--- config.mk ---
export PLATFORM = sky130hd
export DESIGN_NAME = rsa_controller
export DESIGN_NICKNAME = d
export VERILOG_FILES = /design/src/rtl/rsa_pkg.sv /design/src/rtl/rsa_ctrl_resp_slot.sv /design/src/rtl/rsa_controller.sv
export SDC_FILE = /design/constraint.sdc
export NUM_CORES = 1
export LEC_CHECK = 0
export CORE_MARGIN = 1
export CORE_UTILIZATION = 40
export CTS_BUF_LIST = sky130_fd_sc_hd__clkbuf_4 sky130_fd_sc_hd__clkbuf_8 sky130_fd_sc_hd__clkbuf_16
export CTS_CLUSTER_SIZE = 24
export DETAILED_ROUTE_END_ITERATION = 10
export GPL_TIMING_DRIVEN = 1
export PLACE_DENSITY = 0.75
export SKIP_CTS_REPAIR_TIMING = 1
export SLEW_MARGIN = 30
export SYNTH_ARGS = -nofsm -noshare
export SYNTH_HDL_FRONTEND = slang
export SYNTH_SLANG_ARGS = --single-unit
--- constraint.sdc ---
create_clock -name clk -period 1.4 [get_ports clk]
set_input_delay 0.14 -clock clk [delete_from_list [all_inputs] [get_ports clk]]
set_output_delay 0.14 -clock clk [all_outputs]
set_load 0.02 [all_outputs]
--- src/rtl/rsa_pkg.sv ---
// Shared types and constants for the RSA exponentiation controller.
package rsa_pkg;

  localparam int unsigned DATA_W = 13;
  localparam int unsigned RES_W  = 16;

  localparam int unsigned E_DEFAULT = 17;
  localparam int unsigned N_DEFAULT = 3233;

  localparam logic [1:0] OP_ENC    = 2'b00;
  localparam logic [1:0] OP_LOAD_E = 2'b01;
  localparam logic [1:0] OP_LOAD_N = 2'b10;
  localparam logic [1:0] OP_RSVD   = 2'b11;

  typedef enum logic [3:0] {
    SYNC_E,
    SYNC_N,
    IDLE,
    INIT,
    CHECK,
    MUL,
    MOD,
    DONE,
    WAIT,
    LOAD,
    RESP
  } rsa_state_e;

endpackage

--- src/rtl/rsa_ctrl_resp_slot.sv ---
// Single-entry result register with valid/ready; loads on request, clears on handshake.
module rsa_ctrl_resp_slot
  import rsa_pkg::*;
(
  input  logic             clk,
  input  logic             rst_n,
  input  logic             load,
  input  logic [RES_W-1:0] load_data,
  input  logic             load_err,
  input  logic             ready,
  output logic             valid,
  output logic [RES_W-1:0] data,
  output logic             err
);

  always_ff @(posedge clk) begin
    if (!rst_n) begin
      valid <= 1'b0;
      data  <= '0;
      err   <= 1'b0;
    end else if (load) begin
      valid <= 1'b1;
      data  <= load_data;
      err   <= load_err;
    end else if (valid && ready) begin
      valid <= 1'b0;
    end
  end

endmodule

--- src/rtl/rsa_controller.sv ---
// Control FSM sequencing the RSA modular-exponentiation datapath.
// Optional feature: RSA_CTRL_ERR_RESP_EN answers reserved op 11 with an error response.
module rsa_controller
  import rsa_pkg::*;
#(
  parameter int unsigned E_DEFAULT = rsa_pkg::E_DEFAULT,
  parameter int unsigned N_DEFAULT = rsa_pkg::N_DEFAULT
) (
  input  logic              clk,
  input  logic              rst_n,
  input  logic              cmd_valid,
  output logic              cmd_ready,
  input  logic [1:0]        cmd_op,
  input  logic [DATA_W-1:0] cmd_data,
  output logic [DATA_W-1:0] dp_data,
  output logic              dp_initialize,
  output logic              dp_en_multiply,
  output logic              dp_en_modulo,
  output logic              dp_done,
  output logic              dp_update_e,
  output logic              dp_update_n,
  input  logic              dp_mult_done,
  input  logic [RES_W-1:0]  dp_result,
  output logic              res_valid,
  input  logic              res_ready,
  output logic [RES_W-1:0]  res_data,
  output logic              res_err
);

  rsa_state_e        state, state_nxt;
  logic [1:0]        op_q;
  logic [DATA_W-1:0] data_q;
  logic [DATA_W-1:0] e_shadow;
  logic              accept;
  logic              e_zero;
  logic              slot_load;
  logic [RES_W-1:0]  slot_data;
  logic              slot_err;

  assign accept = (state == IDLE) && cmd_valid;
  assign e_zero = (e_shadow == '0);

  // State register; reset replays the default keys into the datapath.
  always_ff @(posedge clk) begin
    if (!rst_n) state <= SYNC_E;
    else        state <= state_nxt;
  end

  // Command capture and exponent shadow.
  always_ff @(posedge clk) begin
    if (!rst_n) begin
      op_q     <= OP_ENC;
      data_q   <= '0;
      e_shadow <= DATA_W'(E_DEFAULT);
    end else if (accept) begin
      op_q   <= cmd_op;
      data_q <= cmd_data;
      if (cmd_op == OP_LOAD_E) e_shadow <= cmd_data;
    end
  end

  // Next-state logic.
  always_comb begin
    state_nxt = state;
    case (state)
      SYNC_E: state_nxt = SYNC_N;
      SYNC_N: state_nxt = IDLE;
      IDLE: begin
        if (cmd_valid) begin
          case (cmd_op)
            OP_ENC:    state_nxt = e_zero ? RESP : INIT;
            OP_LOAD_E: state_nxt = LOAD;
            OP_LOAD_N: state_nxt = LOAD;
`ifdef RSA_CTRL_ERR_RESP_EN
            default:   state_nxt = RESP;
`else
            default:   state_nxt = IDLE;
`endif
          endcase
        end
      end
      INIT:    state_nxt = CHECK;
      CHECK:   state_nxt = dp_mult_done ? DONE : MUL;
      MUL:     state_nxt = MOD;
      MOD:     state_nxt = CHECK;
      DONE:    state_nxt = WAIT;
      WAIT:    state_nxt = RESP;
      LOAD:    state_nxt = IDLE;
      RESP:    if (res_valid && res_ready) state_nxt = IDLE;
      default: state_nxt = SYNC_E;
    endcase
  end

  // Moore decode of the state register onto the datapath strobes.
  always_comb begin
    cmd_ready      = 1'b0;
    dp_data        = data_q;
    dp_initialize  = 1'b0;
    dp_en_multiply = 1'b0;
    dp_en_modulo   = 1'b0;
    dp_done        = 1'b0;
    dp_update_e    = 1'b0;
    dp_update_n    = 1'b0;
    case (state)
      SYNC_E: begin
        dp_data     = DATA_W'(E_DEFAULT);
        dp_update_e = 1'b1;
      end
      SYNC_N: begin
        dp_data     = DATA_W'(N_DEFAULT);
        dp_update_n = 1'b1;
      end
      IDLE:  cmd_ready      = 1'b1;
      INIT:  dp_initialize  = 1'b1;
      MUL:   dp_en_multiply = 1'b1;
      MOD:   dp_en_modulo   = 1'b1;
      DONE:  dp_done        = 1'b1;
      LOAD: begin
        dp_update_e = (op_q == OP_LOAD_E);
        dp_update_n = (op_q == OP_LOAD_N);
      end
      default: ;
    endcase
  end

  // Result slot sources: datapath capture in WAIT, or immediate answers from IDLE.
  always_comb begin
    slot_load = 1'b0;
    slot_data = dp_result;
    slot_err  = 1'b0;
    if (state == WAIT) begin
      slot_load = 1'b1;
    end else if (accept && (cmd_op == OP_ENC) && e_zero) begin
      slot_load = 1'b1;
      slot_data = RES_W'(1);
    end
`ifdef RSA_CTRL_ERR_RESP_EN
    else if (accept && (cmd_op == OP_RSVD)) begin
      slot_load = 1'b1;
      slot_data = '0;
      slot_err  = 1'b1;
    end
`endif
  end

  rsa_ctrl_resp_slot u_resp_slot (
    .clk       (clk),
    .rst_n     (rst_n),
    .load      (slot_load),
    .load_data (slot_data),
    .load_err  (slot_err),
    .ready     (res_ready),
    .valid     (res_valid),
    .data      (res_data),
    .err       (res_err)
  );

endmodule

### Word level (Yosys, flattened, before mapping)

Index checks and enable logic that the tools add are counted.

| storage, ports and cells | value |
|---|---|
| bits in registers | 49 |
| output and inout port bits | 38 |
| word-level logic and storage cells | 55 |

| cells by class | value |
|---|---|
| eq/ne operators | 16 |
| mux-type cells | 20 |
| reduce and logical (&&, ||, !) cells | 13 |

Operators by type and width:

| operator | number |
|---|---|
| $pmux 4 s9 | 1 |
| $mux 16 | 2 |
| $pmux 13 s2 | 1 |
| $eq 4x3->1 const B | 4 |
| $logic_not 13->1 | 1 |
| $eq 4x4->1 const B | 3 |
| $mux 4 | 3 |
| $mux 1 | 9 |
| $eq 4x2->1 const B | 2 |
| $pmux 4 s2 | 1 |
| $reduce_or 2->1 | 3 |
| $eq 2x1->1 const B | 2 |
| $eq 2x2->1 const B | 2 |
| $eq 4x1->1 const B | 1 |
| $logic_and 1x1->1 | 4 |
| $logic_not 4->1 | 1 |
| $ne 2x2->1 const B | 2 |
| $pmux 1 s2 | 2 |
| $reduce_and 2->1 | 2 |
| $logic_not 2->1 | 1 |
| $mux 2 | 1 |
| $reduce_bool 2->1 | 1 |

### Depth between registers and ports, before layout

Gate-level depths: netlist (run 1).

| depth | value |
|---|---|
| depth in word-level cells | 7 |
| depth in mapped cells | 7 |
| gate-level depth less buffers | 5 |

### By module

A second synthesis (run 1) with hierarchy kept.

| unflattened totals | value |
|---|---|
| cells, all modules | 283 |
| area, all modules | 2,453.6 µm² |

Modules (own cells, without submodules):

| module | instances | cells each | area each (µm²) |
|---|---|---|---|
| rsa_controller | 1 | 226 | 1,767.9 |
| rsa_ctrl_resp_slot | 1 | 57 | 685.7 |

### Worst setup path after synthesis (run 1)

No wires, ideal clock.

| timing | value |
|---|---|
| kind | reg-to-reg |
| start point | reg state[2] |
| end point | reg u_resp_slot.data[10] |
| library setup time | 0.117 ns |
| arrival | 1.636 ns |
| data required time | 1.283 ns |
| setup slack | -0.353 ns |
| stages on the path, launching flop included | 7 |
| cells stage by stage | dfxtp_1 buf_2 nor4b_4 and2_4 a311oi_4 buf_6 a22o_1 |

| between the ends | value |
|---|---|
| word-level cells in the longest chain between the ends | 6 |
| elaborated cells on any way between the ends | 9 |
| classes of those cells | 2 x eq/ne; 4 x mux; 3 x reduce/logical |

Ends and longest elaborated chain:

| item | RTL line | source |
|---|---|---|
| from (decl) | rsa_controller.sv:30 | `rsa_state_e state, state_nxt;` |
| from (signal assigned) | rsa_controller.sv:46 | `else state <= state_nxt;` |
| $eq 4x2->1 | rsa_controller.sv:40 | `assign accept = (state == IDLE) && cmd_valid;` |
| $logic_and 1x1->1 | rsa_controller.sv:40 |  |
| $logic_and 1x1->1 (2 in series) | rsa_controller.sv:133 | `end else if (accept && (cmd_op == OP_ENC) && e_zero) begin` |
| $mux 16 or $mux 1 (tied branches) | rsa_controller.sv:133 |  |
| $mux 16 or $mux 1 (tied branches) | rsa_controller.sv:131 | `if (state == WAIT) begin` |
| to (signal assigned) | rsa_ctrl_resp_slot.sv:23 | `data <= load_data;` |
| to (decl) | rsa_ctrl_resp_slot.sv:12 | `output logic [RES_W-1:0] data,` |

Several ways; a longest one is shown, not always the timed one.
A chain may end at the register's enable or synchronous reset.

### Worst setup path in the final report (run 1)

| timing | value |
|---|---|
| start point | reg state[2] |
| end point | reg e_shadow[5] |

| between the ends | value |
|---|---|
| word-level cells in the longest chain between the ends | 3 |

Ends and longest elaborated chain:

| item | RTL line | source |
|---|---|---|
| $eq 4x2->1 | rsa_controller.sv:40 |  |
| $logic_and 1x1->1 | rsa_controller.sv:40 |  |
| $reduce_and 2->1 (no source line) | n/a |  |
| to (signal assigned) | rsa_controller.sv:54 | `e_shadow <= DATA_W'(E_DEFAULT);` |
| to (signal assigned) | rsa_controller.sv:58 | `if (cmd_op == OP_LOAD_E) e_shadow <= cmd_data;` |
| to (decl) | rsa_controller.sv:33 | `logic [DATA_W-1:0] e_shadow;` |

Every way passes these cells.

==> summary.txt, run 1 <==
Floorplan
  – # rows: 26
  – Initial Util: 0.417
  – Die height: 75.0 um
  – Die Span X: 75.0 um
  – Die area: 5620 um2
  – I/O pins: 74
  – Core area: 5110 um2

Timing
  – Unrepaired setup endpoints after global routing: yes
  – Fin crit share: 1.20
  – Rel. slew slack: 0.608
  – Worst Tran Pin Value: 0.581 ns
  – Final Hold Viols: 0
  – FMAX: 598 MHz
  – Min Clock Period, post-route: 1.67 ns
  – Setup-failing EPs final: 66
  – Final Skew: 0.00657 ns
  – Final worst slack: -0.274 ns
  – Slew Viols, Final: 0

Placed design
  – I/O Buffers: 72
  – HPWL after detailed placement: 3.92 mm
  – Routability cong.: 0.831
  – Placed cell count: 401

Run status
  – Failing checks: negative setup slack
  – Run status: finished, violations left

Detailed routing
  – Via count: 2167
  – Highest metal used: met4
  – Starting DRT DRC Count: 72
  – # DRC: 0
  – Antenna-violating nets left: 0
  – DR vias/cell: 5.16
  – Met2 wire length: 2.98 mm
  – WL per Instance: 14.8 um
  – Metal1 wirelength: 2.66 mm
  – Final WL: 6.21 mm
  – 1st-pass router iterations: 4
  – Wire length on met3: 514 um

Job
  – Max_cap viols: 0

Synthesis
  – Avg Cell Area, Syn: 8.56 um2
  – Commonest register cell after synthesis: dfxtp_1
  – Synth cell count leaders: dfxtp_1, nand2_1, a21oi_1
  – Cells after synthesis: 249
  – Ranking of synthesized cells by area: dfxtp_1, nand2_1, a21oi_1
  – Mapped Nets: 288
  – Top-count cell post-synth: dfxtp_1
  – Post-synth top area share: 0.460
  – Register area share after synthesis: 0.460
  – Area leader, netlist: dfxtp_1
  – Count of cell types in the netlist: 40
  – Ys Warns: 0
  – Synthesized area: 2130 um2
  – Synthesized flop and latch total: 49
  – Number of synthesized flops with an enable pin: 0
  – Fraction of registers with async set/reset: 0

Worst setup path
  – CP startpoint kind: flop
  – Top Family by Delay on Critical Path: simple AND/OR/NAND/NOR gates
  – CP required: 1.64 ns
  – FF-to-FF setup slack: -0.27 ns
  – Worst Setup End Kind: flop
  – Critical Path Source: state[2]
  – RR Startpoint: state[2]
  – Crit Path Category: reg2reg
  – Slowest CP cell: dfxtp_2
  – Worst Setup EP: e_shadow[5]
  – Largest stage delay on the critical path: 0.37 ns
  – Worst Path Max Fanout: 14
  – Worst r2r dst: e_shadow[5]
  – R2R depth: 7
  – Bufs and invs on worst path: 3
  – Critical path depth: 7
  – Critical-path cell list: buf_6 -> nor4b_4 -> and2_4 -> buf_4 -> clkbuf_16 -> nand3_1 -> a21oi_1
  – WP data arrival: 1.91 ns

CTS
  – Clk slew on worst S/H paths: 0.10 ns
  – Clock Latency Late Sink: 0.30 ns
  – CTS tree: built
  – Max clock buf depth: 2
  – Clock sink total: 49
  – H-tree depth: 2
  – Total CTS buffers: 5
  – Root Buffer: clkbuf_8

Global routing
  – Total GRT Usage: 0.198
  – Initial antenna violation count: 0
  – Grt ovf: 0
  – Pin count of the biggest net entering global routing: 30
  – First-pass GRT wire length: 8.45 mm
  – Vias in the first global route: 1843

Finish
  – Final non-filler cell total: 420
  – Area of the multi-input gates: 1100 um2
  – Register area: 991 um2
  – Synth-to-Final Area Change: 58.8%
  – Fillers: 429
  – Layout cell share with drive strength beyond 1: 0.249
  – Ant diodes: 0
  – Final nets: 388

Power
  – PD cells: 1440 nW/um2
  – Leak pwr: 1.66 nW
  – Post-layout power: 4.88 mW
  – Max IR drop VDD: 1320 uV

Hold path
  – Tightest Hold Check Type: in2reg
-- worst min-delay path by stage --
stage	startpoint	end	slack, ns	depth (start not counted)
floorplan	rst_n	e_shadow[0]	0.21	1
global placement	e_shadow[5]	e_shadow[5]	0.44	2
detailed placement	data_q[8]	data_q[8]	0.45	2
CTS	cmd_data[7]	data_q[7]	0.40	3
global route	cmd_data[6]	data_q[6]	0.41	3
finish	cmd_data[7]	data_q[7]	0.40	3
-- report_power, final --
part           internal [mW]  leakage, nW  switching (mW)
Combinational           1.05         1.20            1.10
Clock                  0.545       0.0591           0.492
Sequential              1.54        0.398           0.147
Total                   3.14         1.66            1.74
-- cell usage in the layout (no fill, tap or decap), types with 7 or more instances in the layout --
cell type         n
dfxtp_1          45
dlymetal6s2s_1   18
a22o_1           15
and2_1            7
nand3_1          17
buf_4            35
a21oi_1          29
clkbuf_2          7
nand2_1          46
clkdlybuf4s50_1  35
nor2_1            9
-- stage by stage --
stage	util	setup WS, ns	hold slack, ns	setup TNS (ns)	instance area [um2]
after global routing	0.662	-0.312	0.412	-16.38	3380
final	0.662	-0.274	0.405	-12.72	3380
after floorplan	-	-0.263	0.212	-7.50	2150
after CTS	0.628	-0.718	0.398	-21.20	3210
after detailed placement	0.605	-0.372	0.445	-14.24	3090
after global placement	0.605	-0.354	0.443	-12.98	3090
-- kinds of logic (layout without fill, tap and decap cells) --
logic type | Yosys count | count (layout) | share of synthesized area
AOI/OAI and AO/OA | 64 | 64 | 0.204
xor gates and xnor gates | 1 | 1 | 0.00411
adders and majority gates | 3 | 3 | 0.0176
buffers and inverters | 23 | 123 | 0.0558
DFF | 49 | 49 | 0.460
other | 1 | 1 | 0.00176
and+or+nand+nor | 108 | 109 | 0.256
-- state kept, by name (all words and copies together) (netlist names) --
| signal | count |
|---|---|
| data_q | 13 |
| state | 4 |
| e_shadow | 13 |
| op_q | 2 |
| u_resp_slot.valid | 1 |
| u_resp_slot.data | 16 |
-- worst min-delay path, cell delays in order --
cell and delay, ns:
clkdlybuf4s50_1 0.42, nand2_1 0.06, a21oi_1 0.05
-- per-layer routing --
layer | track usage | vias up
met5 | 0 | -
met3 | 0.0602 | 6
met4 | 0.0545 | 0
li1 | - | 1063
met1 | 0.253 | 1007
met2 | 0.324 | 91
-- cell type report --
class | count | share of cell area
sequential | 49 | 0.293
timing repair buffer | 110 | 0.317
inverter | 5 | 0.00555
multi-input combinational | 178 | 0.324
clock buffer | 5 | 0.0203
tap | 70 | 0.0259
clock inverter | 3 | 0.0141
Power figures use the tool's default switching activity.
==> run 2: changes to the inputs <==
--- a/config.mk
+++ b/config.mk
@@ -12,6 +12,7 @@
 export DETAILED_ROUTE_END_ITERATION = 10
 export GPL_TIMING_DRIVEN = 1
 export PLACE_DENSITY = 0.75
+export RECOVER_POWER = 100
 export SKIP_CTS_REPAIR_TIMING = 1
 export SLEW_MARGIN = 30
 export SYNTH_ARGS = -nofsm -noshare
==> run 2 against run 1 <==
Against the previous run:
- the run still ends with negative setup slack left
- via count up 0.23%
- core utilization down 2.9 points
- clock power is essentially flat
- worst setup slack improved by 0.0073 ns
- total power shrank 0.65%
- cell count is the same
- die area unchanged
- first-iteration DRC count down 15%
- register-to-register slack barely moved
- worst hold slack lost 0.0033 ns
- combinational power down 2%
- global-route usage did not move
- critical path type unchanged
- highest routed layer unchanged
==> summary.txt, run 2 (synthesis gave the netlist of run 1 again) <==
Floorplan
  – Die height: 75.0 um (unchanged)
  – Die Span X: 75.0 um (unchanged)
  – Core area: 5110 um2 (unchanged)
  – # rows: 26 (unchanged)
  – Die area: 5620 um2 (unchanged)
  – Initial Util: 0.417 (unchanged)
  – I/O pins: 74 (unchanged)

Timing
  – Fin crit share: 1.19 (-0.00521)
  – Min Clock Period, post-route: 1.67 ns (-0.00729 ns)
  – Final worst slack: -0.266 ns (+0.00729 ns)
  – Hold WS: 0.401 ns (-0.00327 ns)
  – Slew Viols, Final: 0 (unchanged)
  – Worst Tran Pin Value: 0.565 ns (-0.0158 ns)
  – FMAX: 600 MHz (+0.44%)
  – Rel. slew slack: 0.618 (+0.0107)
  – Unrepaired setup endpoints after global routing: yes
  – Final Skew: 0.00852 ns (+0.00194 ns)
  – Final Hold Viols: 0 (unchanged)
  – Setup-failing EPs final: 65 (-1.5%)

Power
  – Clock share of power: 0.214 (about the same)
  – PD cells: 1500 nW/um2 (+3.9%)
  – Leak pwr: 1.30 nW (-21%)
  – Post-layout power: 4.85 mW (-0.65%)
  – Reg power frac: 0.348 (+0.003)
  – Internal power: 3.11 mW (-0.97%)
  – Max IR drop VDD: 1320 uV (-0.13%)
  – Logic pwr share: 0.438 (-0.004)
  – Switching share of power: 0.359 (+0.00203)
  – Net Sw Power: 1.74 mW (about the same)

Hold path
  – Tightest Hold Check Type: in2reg

CTS
  – Max clock buf depth: 2 (unchanged)
  – Clock Latency Late Sink: 0.30 ns (about the same)
  – H-tree depth: 2 (unchanged)
  – CTS tree: built
  – Root Buffer: clkbuf_8
  – Clock sink total: 49 (unchanged)
  – Clk slew on worst S/H paths: 0.10 ns (about the same)
  – Total CTS buffers: 5 (unchanged)

Finish
  – Layout cell share with drive strength beyond 1: 0.249 (unchanged)
  – Ant diodes: 0 (unchanged)
  – Fillers: 446 (+4.0%)
  – Largest regs: u_resp_slot.data: 16 flops, data_q: 13 flops, e_shadow: 13 flops
  – Final nets: 388 (unchanged)
  – Commonest cells after routing, fill and taps aside: nand2_1, dfxtp_1, clkdlybuf4s50_1, buf_4, a21oi_1
  – Synth-to-Final Area Change: 51.8%
  – Reg with most FFs: u_resp_slot.data
  – Max FFs per register: 16 (unchanged)
  – Most common cell after layout, fill and taps aside: nand2_1

Detailed routing
  – 1st-pass router iterations: 5 (+1)
  – Antenna-violating nets left: 0 (unchanged)
  – Starting DRT DRC Count: 61 (-15%)
  – # DRC: 0 (unchanged)
  – DR vias/cell: 5.17 (+0.23%)
  – Via count: 2172 (+0.23%)
  – Final WL: 6.24 mm (+0.60%)
  – WL per Instance: 14.9 um (+0.60%)

Global routing
  – First-pass GRT wire length: 8.45 mm (unchanged)
  – Total GRT Usage: 0.198 (unchanged)
  – Pin count of the biggest net entering global routing: 30 (unchanged)
  – Grt ovf: 0 (unchanged)
  – Initial antenna violation count: 0 (unchanged)
  – Vias in the first global route: 1843 (unchanged)

Run status
  – Failing checks: negative setup slack
  – Run status: finished, violations left

Worst setup path
  – WP data arrival: 1.90 ns (about the same)
  – CP required: 1.64 ns (about the same)
  – Slowest CP cell: dfxtp_2
  – Crit Path Category: reg2reg
  – Largest stage delay on the critical path: 0.37 ns (about the same)
  – Worst Path Max Fanout: 14 (unchanged)
  – Critical-path cell list: buf_6 -> nor4b_4 -> and2_4 -> buf_4 -> clkbuf_16 -> nand3_1 -> a21oi_1
  – CP startpoint kind: flop
  – Worst Setup End Kind: flop

Placed design
  – HPWL after detailed placement: 3.92 mm (unchanged)
  – Routability cong.: 0.831 (unchanged)
  – I/O Buffers: 72 (unchanged)

Job
  – Max_cap viols: 0 (unchanged)
## run 2: cell count changes in the layout (fill, tap and decap cells not counted)
cell / before / now
dlymetal6s2s_1: 18 / 1
clkbuf_1: 0 / 17
## run 2: power by group through the flow
stage               clock [mW]  sequential, mW  combinational, mW
finish                    1.04            1.69               2.12
global route              1.13            1.70               2.27
CTS                       1.06            1.63               1.93
detailed placement           0            1.66               1.91
global placement             0            1.66               1.90
floorplan                    0            1.67               1.08
## run 2: routing by layer
| layer | track usage | part of all wire | vias to the layer above |
|---|---|---|---|
| met1 | 0.253 | 0.43 | 1007 |
| met2 | 0.324 | 0.47 | 91 |
| li1 | - | - | 1063 |
| met3 | 0.0602 | 0.084 | 11 |
| met5 | 0 | 0 | - |
| met4 | 0.0545 | 0.015 | 0 |
## run 2: worst paths after layout
path / end / slack (ns) / startpoint / cells after the start
worst min-delay path: data_q[7] / 0.40 / cmd_data[7] / 3
worst max register to register: e_shadow[5] / -0.27 / state[2] / 7
worst min register to register: e_shadow[11] / 0.46 / e_shadow[11] / 2
worst max-delay path: e_shadow[5] / -0.27 / state[2] / 7
## run 2: final cells by class
class	instances	area, um2	area share
repair buffers	110	925	0.286
inverters	5	18.8	0.00580
flip-flops and latches	49	991	0.306
clock buffers	5	68.8	0.0213
well taps	70	87.6	0.0271
multi-input cells	178	1100	0.339
clock inverters	3	47.5	0.0147
## run 2: per-stage QoR
step	cell area [um2]	worst slack [ns]	cells	TNS, ns	util
after floorplan	2150	-0.263	249	-7.50	-
after global placement	3090	-0.354	401	-12.98	0.605
after detailed placement	3090	-0.372	401	-14.24	0.605
after CTS	3210	-0.718	409	-21.20	0.628
after global routing	3230	-0.312	420	-16.38	0.633
final	3230	-0.266	420	-12.50	0.633
## run 2: worst max-delay path: cells and delay by family, from the launching register on
kind,cells,cell delay [ns]
AND/OR/NAND/NOR,3,0.65
flip-flops,1,0.37
AO/OA/AOI/OAI,1,0.16
buffers and inverters,3,0.43
==> run 3: changes to the inputs <==
--- a/config.mk
+++ b/config.mk
@@ -5,6 +5,7 @@
 export SDC_FILE = /design/constraint.sdc
 export NUM_CORES = 1
 export LEC_CHECK = 0
+export CAP_MARGIN = 20
 export CORE_MARGIN = 1
 export CORE_UTILIZATION = 40
 export CTS_BUF_LIST = sky130_fd_sc_hd__clkbuf_4 sky130_fd_sc_hd__clkbuf_8 sky130_fd_sc_hd__clkbuf_16
==> results of run 3 <==
No change in the layout: final DEF, timing and power equal those of run 2.
==> RTL edit: new RTL, config.mk and constraints of run 1 <==
Set the package constant `RES_W` to 32 (it was 16).
--- a/src/rtl/rsa_pkg.sv
+++ b/src/rtl/rsa_pkg.sv
@@ -3,5 +3,5 @@
 
   localparam int unsigned DATA_W = 13;
-  localparam int unsigned RES_W  = 16;
+  localparam int unsigned RES_W  = 32;
 
   localparam int unsigned E_DEFAULT = 17;
Ports: changed (resized dp_result and res_data); port bits go from 74 to 106. No check against the original RTL was run, so the function may have changed too.
==> RTL edit against run 1 <==
The run still ends with negative setup slack left. Area after synthesis rose by 22%. Design area rose by 30%. Highest routed layer unchanged. Synthesized cell count rose by 14%. Critical path type unchanged. Largest cell class is now buffers. Sequential cell count rose by 16. Power rose by 33%. Setup slack got worse by 0.13 ns. Critical endpoint is now e_shadow[11]. Wire length rose by 26%.
==> RTL edit: results <==
set metrics [dict create \
    status "finished, violations left" \
    violations "negative setup slack" \
    r2r_cells 7 \
    grt_pass1_vias 2299 \
    vias_per_cell 5.36 \
    synth_area_leaders "dfxtp_1 (50%), a22o_1 (10%), nand2_1 (6.6%)" \
    detail_route.first_pass.iterations 4 \
    grt_usage_pct 19.9 \
    reg2reg_from "state[2]" \
    fillCellCount 470 \
    cts.path.max_buffers 2 \
    grt_pass1_wl_mm 10.2 \
    drive_gt1_share_pct 24.9 \
    whs_endpoint "data_q[1]" \
    sw_frac_of_total_pct 31.4 \
    clk_latency_ns 0.35 \
    dpl.hpwl_mm 4.72 \
    port_buffers 104 \
    setup_ws_ns -0.403 \
    cts_buffers 9 \
    grt_max_degree 32 \
    synth_nets 340 \
    setup_violations 85 \
    hold_depth 3 \
    totalWireLength_mm 7.79 \
    hold_ws_ns 0.370 \
    place_worst_setup_slack_ns -0.446 \
    crit_fanout 7 \
    synth_edf_count 0 \
    tns_ns -23.54 \
    reg2reg_slack_ns -0.40 \
    path_clk_slew_ns 0.07 \
    max-vdd-ir-drop_mv 1.18 \
    ys_seq_area_share_pct 50.0 \
    holdCritPathClass "input port to flop" \
    antenna_found_initial 0 \
    yosys_warnings 0 \
    n_antenna_cell 0 \
    top_regs "u_resp_slot.data (32), data_q (13), e_shadow (13)" \
    synth.distinct_cells 40 \
    synth-main-ff-cell "dfxtp_1" \
    hp-start "cmd_data[1]" \
    ys_async_sr_fraction_pct 0 \
    routabilityCongestion 0.814 \
    skew_ns 0.0142 \
    nets 473 \
    leakagePower_nw 2.31 \
    arrival_ns 2.06 \
    rr_endpoint "e_shadow[11]" \
    drt-initial-drc-count 59 \
    h-tree-depth 3 \
    synth_commonest_cells "dfxtp_1 (65), nand2_1 (46), a21oi_1 (31), a22o_1 (31), nand3_1 (19)" \
    cts_root_buf "clkbuf_8" \
]
RTL edit: changes by cell type after synthesis, moves of 3 or more:
cell	run 1	this run
a22o_1	15	31
clkbuf_1	9	13
dfxtp_1	49	65
nand2b_1	5	2
nor2_1	11	8
RTL edit: worst max-delay path, stage by stage (launching register included):
cell and delay [ns]:
dfxtp_4 0.37, or4b_4 0.55, clkinv_4 0.07, and2_4 0.15
buf_4 0.16, clkbuf_16 0.16, nand3_1 0.08, a21oi_1 0.17
RTL edit: worst max path at each step:
stage | from | end | slack, ns | cells past startpoint
2_1_floorplan | state[1] | u_resp_slot.data[10] | -0.33 | 7
3_3_place_gp | cmd_op[1] | state[0] | -0.38 | 7
3_5_place_dp | cmd_op[1] | state[0] | -0.45 | 7
4_1_cts | state[2] | dp_data[5] | -0.77 | 3
5_1_grt | state[2] | e_shadow[11] | -0.46 | 7
6_report | state[2] | e_shadow[11] | -0.40 | 7
RTL edit: through the flow:
step,instance area [um^2],instances,total power (W)
global route,4410,499,0.00677
CTS,4130,487,0.00616
detailed placement,3890,472,0.00423
finish,4410,499,0.00648
global placement,3890,472,0.00421
floorplan,2660,285,0.00330
RTL edit: layout make-up:
type	instances	area, um^2	share of cell area [%]
sequential	65	1310	29.8
clock buffer	10	131	2.98
clock inverter	5	104	2.36
tap	77	96.3	2.19
timing repair buffer	144	1470	33.4
multi-input combinational	191	1250	28.5
inverter	7	33.8	0.767
RTL edit: kinds of logic after synthesis:
family | synth area share [%]
AND/OR/NAND/NOR | 20.1
AO/OA/AOI/OAI | 22.4
flip-flops | 50.0
buffers and inverters | 5.58
adder cells (fa/ha/maj) | 1.44
XOR/XNOR | 0.337
other | 0.144
RTL edit: metal layers:
metal / vias up / routed length [um] / track usage, %
met5: - / 0 / 0
met4: 0 / 170 / 10.5
met3: 18 / 633 / 6.37
met2: 116 / 3680 / 32.0
met1: 1264 / 3310 / 23.4
li1: 1277 / - / -
RTL edit: power by group through the flow:
stage / clock network (W) / logic, W / registers [W]
detailed placement: 0 / 0.00207 / 0.00216
global route: 0.00203 / 0.00257 / 0.00217
CTS: 0.00195 / 0.00209 / 0.00212
global placement: 0 / 0.00206 / 0.00215
floorplan: 0 / 0.00109 / 0.00221
finish: 0.00192 / 0.00241 / 0.00215
